$ cat src/rtl/pipeline_hazard_controller_pkg.sv
// pipeline_pkg: shared state encoding and default widths for the hazard controller.
package pipeline_pkg;
    localparam int DEF_CNT_WIDTH = 16;
    typedef enum logic [1:0] {
        ST_RUN      = 2'd0,
        ST_MEM_WAIT = 2'd1,
        ST_ERROR    = 2'd2
    } state_e;
endpackage

$ cat src/rtl/pipeline_hazard_controller_if.sv
// pipeline_hazard_controller_if: hazard/memory inputs and freeze/flush/counter outputs of the controller.
interface pipeline_hazard_controller_if
    import pipeline_pkg::*;
#(
    parameter int CNT_WIDTH = DEF_CNT_WIDTH
);
    logic                 hazard;
    logic                 branch_taken;
    logic                 mem_req;
    logic                 mem_ready;
    logic                 freeze_if;
    logic                 flush_if;
    logic                 flush_id;
    logic                 freeze_all;
    logic                 error;
    logic [CNT_WIDTH-1:0] stall_count;
    logic [CNT_WIDTH-1:0] flush_count;
    modport master (
        output hazard, branch_taken, mem_req, mem_ready,
        input  freeze_if, flush_if, flush_id, freeze_all, error, stall_count, flush_count
    );
    modport slave (
        input  hazard, branch_taken, mem_req, mem_ready,
        output freeze_if, flush_if, flush_id, freeze_all, error, stall_count, flush_count
    );
endinterface

$ cat src/rtl/pipeline_hazard_controller_sat_counter.sv
// sat_counter: event counter that sticks at all-ones instead of wrapping.
module sat_counter #(
    parameter int WIDTH = 16
) (
    input  logic             clk,
    input  logic             rst,
    input  logic             inc_i,
    output logic [WIDTH-1:0] count_o
);
    logic [WIDTH-1:0] cnt_q, cnt_d;
    always_comb cnt_d = (inc_i && !(&cnt_q)) ? cnt_q + 1'b1 : cnt_q;
    always_ff @(posedge clk or negedge rst) begin
        if (!rst) cnt_q <= '0;
        else      cnt_q <= cnt_d;
    end
    assign count_o = cnt_q;
endmodule

$ cat src/rtl/pipeline_hazard_controller.sv
// pipeline_hazard_controller: per-stage freeze/flush strobes, memory-wait FSM with
// timeout watchdog, and saturating stall/flush counters.
module pipeline_hazard_controller
    import pipeline_pkg::*;
#(
    parameter int CNT_WIDTH = DEF_CNT_WIDTH,
    parameter int TIMEOUT   = 255,
    parameter int TO_WIDTH  = 8
) (
    input logic                         clk,
    input logic                         rst,
    pipeline_hazard_controller_if.slave bus_if
);
    state_e              state_q, state_d;
    logic [TO_WIDTH-1:0] wd_q, wd_d;
    logic                pend_q, pend_d;
    logic                err_q, err_d;
    logic                freeze_if, flush_if, flush_id, freeze_all;
    always_comb begin
        state_d    = state_q;
        wd_d       = wd_q;
        pend_d     = pend_q;
        err_d      = err_q;
        freeze_if  = 1'b0;
        flush_if   = 1'b0;
        flush_id   = 1'b0;
        freeze_all = 1'b0;
        case (state_q)
            ST_RUN: begin
                if (bus_if.mem_req && !bus_if.mem_ready) begin
                    freeze_all = 1'b1;
                    state_d    = ST_MEM_WAIT;
                    wd_d       = TO_WIDTH'(1);
                    pend_d     = bus_if.branch_taken;
                end else if (bus_if.branch_taken) begin
                    flush_if = 1'b1;
                    flush_id = 1'b1;
                end else if (bus_if.hazard) begin
                    freeze_if = 1'b1;
                    flush_id  = 1'b1;
                end
            end
            ST_MEM_WAIT: begin
                if (bus_if.mem_ready) begin
                    state_d = ST_RUN;
                    wd_d    = '0;
                    pend_d  = 1'b0;
                    // a branch resolved during the wait is killed on the release cycle
                    if (pend_q || bus_if.branch_taken) begin
                        flush_if = 1'b1;
                        flush_id = 1'b1;
                    end else if (bus_if.hazard) begin
                        freeze_if = 1'b1;
                        flush_id  = 1'b1;
                    end
                end else begin
                    freeze_all = 1'b1;
                    pend_d     = pend_q | bus_if.branch_taken;
                    if (wd_q == TO_WIDTH'(TIMEOUT)) begin
                        state_d = ST_ERROR;
                        err_d   = 1'b1;
                    end else begin
                        wd_d = wd_q + 1'b1;
                    end
                end
            end
            default: begin
                freeze_all = 1'b1;
                state_d    = ST_ERROR;
                err_d      = 1'b1;
            end
        endcase
    end
    always_ff @(posedge clk or negedge rst) begin
        if (!rst) begin
            state_q <= ST_RUN;
            wd_q    <= '0;
            pend_q  <= 1'b0;
            err_q   <= 1'b0;
        end else begin
            state_q <= state_d;
            wd_q    <= wd_d;
            pend_q  <= pend_d;
            err_q   <= err_d;
        end
    end
    // strobes are forced low while reset is held, whatever the inputs do
    assign bus_if.freeze_if  = rst & freeze_if;
    assign bus_if.flush_if   = rst & flush_if;
    assign bus_if.flush_id   = rst & flush_id;
    assign bus_if.freeze_all = rst & freeze_all;
    assign bus_if.error      = err_q;
    sat_counter #(.WIDTH(CNT_WIDTH)) u_stall_cnt (
        .clk     (clk),
        .rst     (rst),
        .inc_i   (freeze_all | freeze_if),
        .count_o (bus_if.stall_count)
    );
    sat_counter #(.WIDTH(CNT_WIDTH)) u_flush_cnt (
        .clk     (clk),
        .rst     (rst),
        .inc_i   (flush_if),
        .count_o (bus_if.flush_count)
    );
endmodule
$ cat src/flat_wrapper.sv
// flat-port wrapper written by rule: the top's interface ports become plain ports
module pipeline_hazard_controller_flat import pipeline_pkg::*;
#(
    parameter int CNT_WIDTH = DEF_CNT_WIDTH,
    parameter int TIMEOUT   = 255,
    parameter int TO_WIDTH  = 8
)
  (clk, rst, bus_if_hazard, bus_if_branch_taken, bus_if_mem_req, bus_if_mem_ready, bus_if_freeze_if, bus_if_flush_if, bus_if_flush_id, bus_if_freeze_all, bus_if_error, bus_if_stall_count, bus_if_flush_count);
  pipeline_hazard_controller_if #(.CNT_WIDTH(CNT_WIDTH)) bus_if_i ();
  input logic clk;
  input logic rst;
  input wire logic [$bits(bus_if_i.hazard)-1:0] bus_if_hazard;
  input wire logic [$bits(bus_if_i.branch_taken)-1:0] bus_if_branch_taken;
  input wire logic [$bits(bus_if_i.mem_req)-1:0] bus_if_mem_req;
  input wire logic [$bits(bus_if_i.mem_ready)-1:0] bus_if_mem_ready;
  output wire logic [$bits(bus_if_i.freeze_if)-1:0] bus_if_freeze_if;
  output wire logic [$bits(bus_if_i.flush_if)-1:0] bus_if_flush_if;
  output wire logic [$bits(bus_if_i.flush_id)-1:0] bus_if_flush_id;
  output wire logic [$bits(bus_if_i.freeze_all)-1:0] bus_if_freeze_all;
  output wire logic [$bits(bus_if_i.error)-1:0] bus_if_error;
  output wire logic [$bits(bus_if_i.stall_count)-1:0] bus_if_stall_count;
  output wire logic [$bits(bus_if_i.flush_count)-1:0] bus_if_flush_count;
  assign bus_if_i.hazard = bus_if_hazard;
  assign bus_if_i.branch_taken = bus_if_branch_taken;
  assign bus_if_i.mem_req = bus_if_mem_req;
  assign bus_if_i.mem_ready = bus_if_mem_ready;
  assign bus_if_freeze_if = bus_if_i.freeze_if;
  assign bus_if_flush_if = bus_if_i.flush_if;
  assign bus_if_flush_id = bus_if_i.flush_id;
  assign bus_if_freeze_all = bus_if_i.freeze_all;
  assign bus_if_error = bus_if_i.error;
  assign bus_if_stall_count = bus_if_i.stall_count;
  assign bus_if_flush_count = bus_if_i.flush_count;
  pipeline_hazard_controller #(.CNT_WIDTH(CNT_WIDTH), .TIMEOUT(TIMEOUT), .TO_WIDTH(TO_WIDTH)) u_core (.clk(clk), .rst(rst), .bus_if(bus_if_i));
endmodule
$ cat config.mk
export PLATFORM = sky130hd
export DESIGN_NAME = pipeline_hazard_controller_flat
export DESIGN_NICKNAME = d
export VERILOG_FILES = /design/src/rtl/pipeline_hazard_controller_pkg.sv /design/src/rtl/pipeline_hazard_controller_if.sv /design/src/rtl/pipeline_hazard_controller_sat_counter.sv /design/src/rtl/pipeline_hazard_controller.sv /design/src/flat_wrapper.sv
export SDC_FILE = /design/constraint.sdc
export NUM_CORES = 1
export LEC_CHECK = 0
export ABC_AREA = 1
export BUFFER_PORTS_ARGS = -buffer_cell sky130_fd_sc_hd__buf_2
export CAP_MARGIN = 40
export CORE_MARGIN = 2
export CORE_UTILIZATION = 42
export DETAILED_ROUTE_END_ITERATION = 7
export GPL_TIMING_DRIVEN = 0
export RECOVER_POWER = 100
export SLEW_MARGIN = 10
export SYNTH_ARGS = -nofsm -noshare
export SYNTH_HDL_FRONTEND = slang
export SYNTH_HIERARCHICAL = 1
export SYNTH_SLANG_ARGS = --single-unit
export TNS_END_PERCENT = 100
$ cat constraint.sdc
create_clock -name clk -period 2.55 [get_ports clk]
set_clock_uncertainty 0.2 [all_clocks]
set_input_delay 0.1275 -clock clk [delete_from_list [all_inputs] [get_ports clk]]
set_output_delay 0.1275 -clock clk [all_outputs]
set_load 0.1 [all_outputs]
=== Word-level counts from Yosys, hierarchy flattened ===
Cells that the tools add are included.
Widths: inputs -> output; s select.

* Bits in registers: 44
* Latch bits: 0
* Bits in writable memories: 0
* ROM bits: 0
* Output and inout bits: 37
* Logic and storage cells: 71
* Memories: 0

* Add/sub/neg operators: 3
* Multiply operators: 0
* Div/mod/pow operators: 0
* $lt $le $gt $ge: 0
* Equal/unequal tests: 7
* Shift operators: 0
* Muxes and demuxes: 33
* Bitwise logic cells: 7
* Reductions and logical operators: 15

{| class="wikitable"
|+ Operators by type and width
! kind !! count
|-
| $add 16x1->16 const B || 2
|-
| $reduce_and 16->1 || 2
|-
| $mux 8 || 3
|-
| $mux 1 || 19
|-
| $pmux 8 s2 || 1
|-
| $pmux 1 s2 || 6
|-
| $add 8x1->8 const B || 1
|-
| $eq 8x8->1 const B || 1
|-
| $mux 2 || 3
|-
| $reduce_and 3->1 || 2
|-
| $and 1x1->1 || 4
|-
| $ne 2x1->1 const B || 2
|-
| $pmux 2 s2 || 1
|-
| $reduce_and 2->1 || 2
|-
| $logic_and 1x1->1 || 3
|-
| $logic_not 1->1 || 3
|-
| $ne 3x2->1 const B || 1
|-
| $ne 3x3->1 const B || 1
|-
| $eq 2x1->1 const B || 1
|-
| $logic_not 2->1 || 1
|-
| $ne 2x2->1 const B || 1
|-
| $or 1x1->1 || 2
|-
| $reduce_bool 2->1 || 1
|-
| $logic_or 1x1->1 || 1
|-
| $not 1->1 || 1
|}

=== Logic depth before layout (Yosys ltp) ===
* Depth after elaboration: 6
* Depth in mapped cells: 13

=== Hierarchy ===
The synthesis kept the hierarchy.

{| class="wikitable"
|+ By module, submodules not included
! module !! instances !! cells each !! area an instance (µm²) !! sequential area each (µm²)
|-
| sat_counter || 2 || 158 || 1052.3 || 400.4
|-
| pipeline_hazard_controller || 1 || 105 || 733.2 || 300.3
|}

=== Worst setup path after synthesis ===
OpenSTA, ideal clock, no wires.

* Path type: flip-flop to output port
* Start point: reg u_core.state_q[1]
* End point: out bus_if_flush_if
* Data arrival time: 2132 ps
* Required time: 2223 ps
* Path slack: 91 ps
* Cell stages (with the launch flop): 6
* Buffers on the path: 0
* Cells stage by stage: dfrtp_1 > nor2_1 > nand2_1 > o21ai_1 > nand2_1 > nor2_1

* Cells in the longest elaborated chain, start to end: 3
* Elaborated cells between the ends (all ways): 4
* Classes of those cells: eq/ne: 1; mux: 1; bitwise: 1; reduce/logical: 1

{| class="wikitable"
|+ RTL lines
! item !! line !! RTL
|-
| from (decl) || pipeline_hazard_controller.sv:14 || <nowiki>state_e state_q, state_d;</nowiki>
|-
| from (signal assigned) || pipeline_hazard_controller.sv:81 || <nowiki>state_q <= state_d;</nowiki>
|-
| $eq 2x1->1 or $logic_not 2->1 (tied branches) || pipeline_hazard_controller.sv:28 || <nowiki>case (state_q)</nowiki>
|-
| $pmux 1 s2 (*) || pipeline_hazard_controller.sv:28 ||
|-
| $and 1x1->1 (*) || pipeline_hazard_controller.sv:89 || <nowiki>assign bus_if.flush_if = rst & flush_if;</nowiki>
|-
| to (decl) || flat_wrapper.sv:17 || <nowiki>output wire logic [$bits(bus_if_i.flush_if)-1:0] bus_if_flush_if;</nowiki>
|}

Every way passes the cells marked *; elsewhere a longest branch is shown, timed or not.

=== Worst setup path in the final report ===
* Start point: in rst
* End point: out bus_if_freeze_if

* Cells in the longest elaborated chain, start to end: 1

{| class="wikitable"
|+ RTL lines
! item !! line !! RTL
|-
| from (decl) || flat_wrapper.sv:11 || <nowiki>input logic rst;</nowiki>
|-
| $and 1x1->1 || pipeline_hazard_controller.sv:88 || <nowiki>assign bus_if.freeze_if = rst & freeze_if;</nowiki>
|-
| to (decl) || flat_wrapper.sv:16 || <nowiki>output wire logic [$bits(bus_if_i.freeze_if)-1:0] bus_if_freeze_if;</nowiki>
|}

No other way between the ends.

==> impl_results.md <==
- Static Leak: 1.53 nW
- Reg2reg start: u_core/state_q[1]$_DFFE_PN0P_
- Layout cell share with drive strength beyond 1: 8.90%
- Core area: 0.00646 mm²
- Initial Utilization: 43.9%
- Multi-input gate area: 0.00148 mm²
- Worst skew pair latency: 0.29 ns
- Worst IR drop on VDD: 0.000161 V
- # nets final: 482
- Largest cells by area after synthesis: dfrtp_1, nand2_1, nor2_1
- Via/cell ratio: 4.89
- CP bufs+invs: 5
- Post-synth top area cell: dfrtp_1
- Vias in the first global route: 2,406
- Cell Area, Synth: 0.00284 mm²
- Final period util: 91.4%
- Power per cell area: 392 mW/mm²
- Row count: 29
- Status: finished clean
- Pins over their slew limit: 0
- Post-DR wirelength/cell: 11.7 µm
- Seq cells post-synth: 44
- Largest net degree at the start of global routing: 28
- CP max FO: 27
- Die area: 0.00743 mm²
- Clk sinks: 44
- I/O Pins: 43
- CTS H-tree lvls: 2
- Port bufs: 42
- RR Endpoint: u_core/u_stall_cnt/count_o[15]$_DFFE_PN0P_
- GRT overflow: 0
- Maximum clock frequency: 429 MHz
- Initial antenna violation count: 0
- Worst path max stage delay: 0.52 ns
- Chip width: 86.2 µm
- R2R cell count: 12
- Post-synth EDFFs: 0
- Worst EP arrival: 2.00 ns
- Critical path depth: 6
- DR DRC count: 0
- Worst setup path end: bus_if_freeze_if
- Overall Power: 0.00125 W
- Num CTS Buffers: 5
- Synth warnings: 6
- Final setup vio count: 0
- Post-synthesis sequential area ratio: 38.8%
- Crit Path Class: primary input to output pin
- Setup Buffers After CTS: 0
- Post-DP HPWL: 4820 µm
- Slew at the pin closest to its max-slew limit: 1.18 ns
- Final min period: 2.33 ns
- Max Cap Viol: 0
- Top cells by count, synth: nand2_1, nor2_1, dfrtp_1
- Clock Path Buffers: 2
- CP Capture Type: output pin
- DR vias: 2,687
- Max_slew headroom: 22.0%
- First-pass GRT wire length: 11,200 µm
- Clk root buf: clkbuf_8
- Reg area: 0.00110 mm²
- Post-synthesis cell type count: 25
- RSZ-0062 raised after global routing: no
- Fraction of registers with async set/reset: 100%
- Post-synth top area share: 38.8%
- Final wirelength: 6420 µm
- Hold Startpoint: bus_if_branch_taken
- CP max stage cell: dlygate4sd3_1
- Final TNS setup: 0 ns
- CP startpoint: rst
- Mapped Nets: 430
- Top FF cell, synth: dfrtp_1
- CP Launch Type: primary input
- DRT Pass-1 Iters: 4
- Crit-path cells: dlygate4sd3_1, buf_2, buf_12, inv_1, nor2_1, clkbuf_2
- Cell area after layout: 0.00320 mm²
- Req. time, crit path: 2.22 ns
- Avg Inst Size Synth: 6.74 µm²
- Filler cells: 673
- GP Congestion: 0.902
- Tot GR Track Use: 18.7%
- Count leader, synth: nand2_1
- N_diodes: 0
- Area Overhead vs Synth: 12.7%
- Reg clk slew, reported paths: 0.08 ns
- Cell family with the largest share of critical-path delay: buffers and inverters
- Post-DP Area: 0.00316 mm²
- Die Y: 86.2 µm
- Final Hold Viols: 0
- Post-route ant nets: 0
- R2R setup slack: 0.25 ns
- First-iteration detailed-routing DRC count: 156
- CTS tree: yes
- Mapped Cells: 421
- Hold crit path type: primary input to register
where the power goes:
part	internal, W	switching (W)
Combinational	0.00000941	0.0000265
Sequential	0.000697	0
Clock	0.000282	0.000238
Total	0.000988	0.000264
state kept, by name, indices dropped and copies added (netlist names):
name	cells
u_core/wd_q	8
u_core/u_stall_cnt/count_o	16
u_core/pend_q	1
u_core/state_q	2
u_core/u_flush_cnt/count_o	16
u_core/bus_if.error	1
worst register-to-register path: stages (launching register included):
cell and delay [ns]:
dfrtp_1 0.41, nor2_1 0.19, nand2_1 0.14, o21ai_0 0.17, nand2_1 0.10, nand2_1 0.17, nand2_1 0.07, nor2_1 0.17
nand2_1 0.09, nor2_2 0.24, nand3_1 0.13, nand2_1 0.07, nand2_1 0.04
cell usage in the layout, fill, tap and decap left out, drive strengths merged:
| master | netlist | routed |
|---|---|---|
| a21oi | 4 | 4 |
| and2 | 2 | 2 |
| buf | 5 | 10 |
| bufinv | 0 | 1 |
| clkbuf | 0 | 43 |
| dfrtp | 44 | 44 |
| dlygate4sd3 | 0 | 2 |
| ha | 3 | 3 |
| inv | 46 | 46 |
| nand2 | 189 | 189 |
| nand3 | 25 | 25 |
| nand3b | 8 | 8 |
| nand4 | 12 | 12 |
| nor2 | 60 | 60 |
| o21ai | 14 | 14 |
| o21bai | 2 | 2 |
| or2 | 1 | 1 |
| xnor2 | 2 | 2 |
| xor2 | 4 | 4 |
area by class of cell:
cell class                      count  area share, %
Sequential cell                    44           34.4
Clock inverter                      1          0.939
Inverter                           46           5.40
Tap cell                           77           3.01
Clock buffer                        5           2.15
Buffer                              5           1.29
Timing Repair Buffer               45           6.50
Multi-Input combinational cell    326           46.3
how the worst min path moves through the flow:
stage / end / slack, ns / cells past startpoint
5_1_grt: u_core/pend_q$_DFFE_PN0P_ / 0.09 / 5
6_report: u_core/pend_q$_DFFE_PN0P_ / 0.007 / 5
3_5_place_dp: u_core/u_stall_cnt/count_o[9]$_DFFE_PN0P_ / -0.08 / 1
2_1_floorplan: u_core/bus_if.error$_DFFE_PN0P_ / -0.37 / 0
4_1_cts: u_core/pend_q$_DFFE_PN0P_ / 0.0001 / 5
3_3_place_gp: u_core/u_stall_cnt/count_o[9]$_DFFE_PN0P_ / 0.18 / 1
logic make-up (layout without fill, tap and decap cells):
group,after synthesis,after routing,synth area share (%)
buf+inv,51,102,7.80
flops,44,44,38.8
simple gates,297,297,46.1
fa+ha+maj,3,3,1.32
compound gates,20,20,4.10
xor+xnor,6,6,1.85
stage by stage:
stage	setup WS (ns)	utilization (%)	cells	hold slack, ns
floorplan	0.0909	-	421	-0.368
global placement	0.340	48.7	540	0.180
detailed placement	0.350	49.0	541	-0.0754
CTS	0.205	50.8	549	0.000118
global route	0.0456	49.5	549	0.0948
finish	0.220	49.5	549	0.00744
layer usage:
layer	track usage, %	wire [µm]	vias to the layer above
li1	-	-	1415
met1	26.4	3200	1214
met2	29.5	2880	49
met3	3.62	274	9
met4	4.83	65	0
met5	0	0	-
repair_timing:
action / CTS / global route
setup endpoints to repair: 0 / 1
endpoints found under the hold margin: 43 / 0
gates resized for setup: 0 / 1
hold buffers: 2 / 0
No activity file was read; power rests on OpenSTA's default activity.
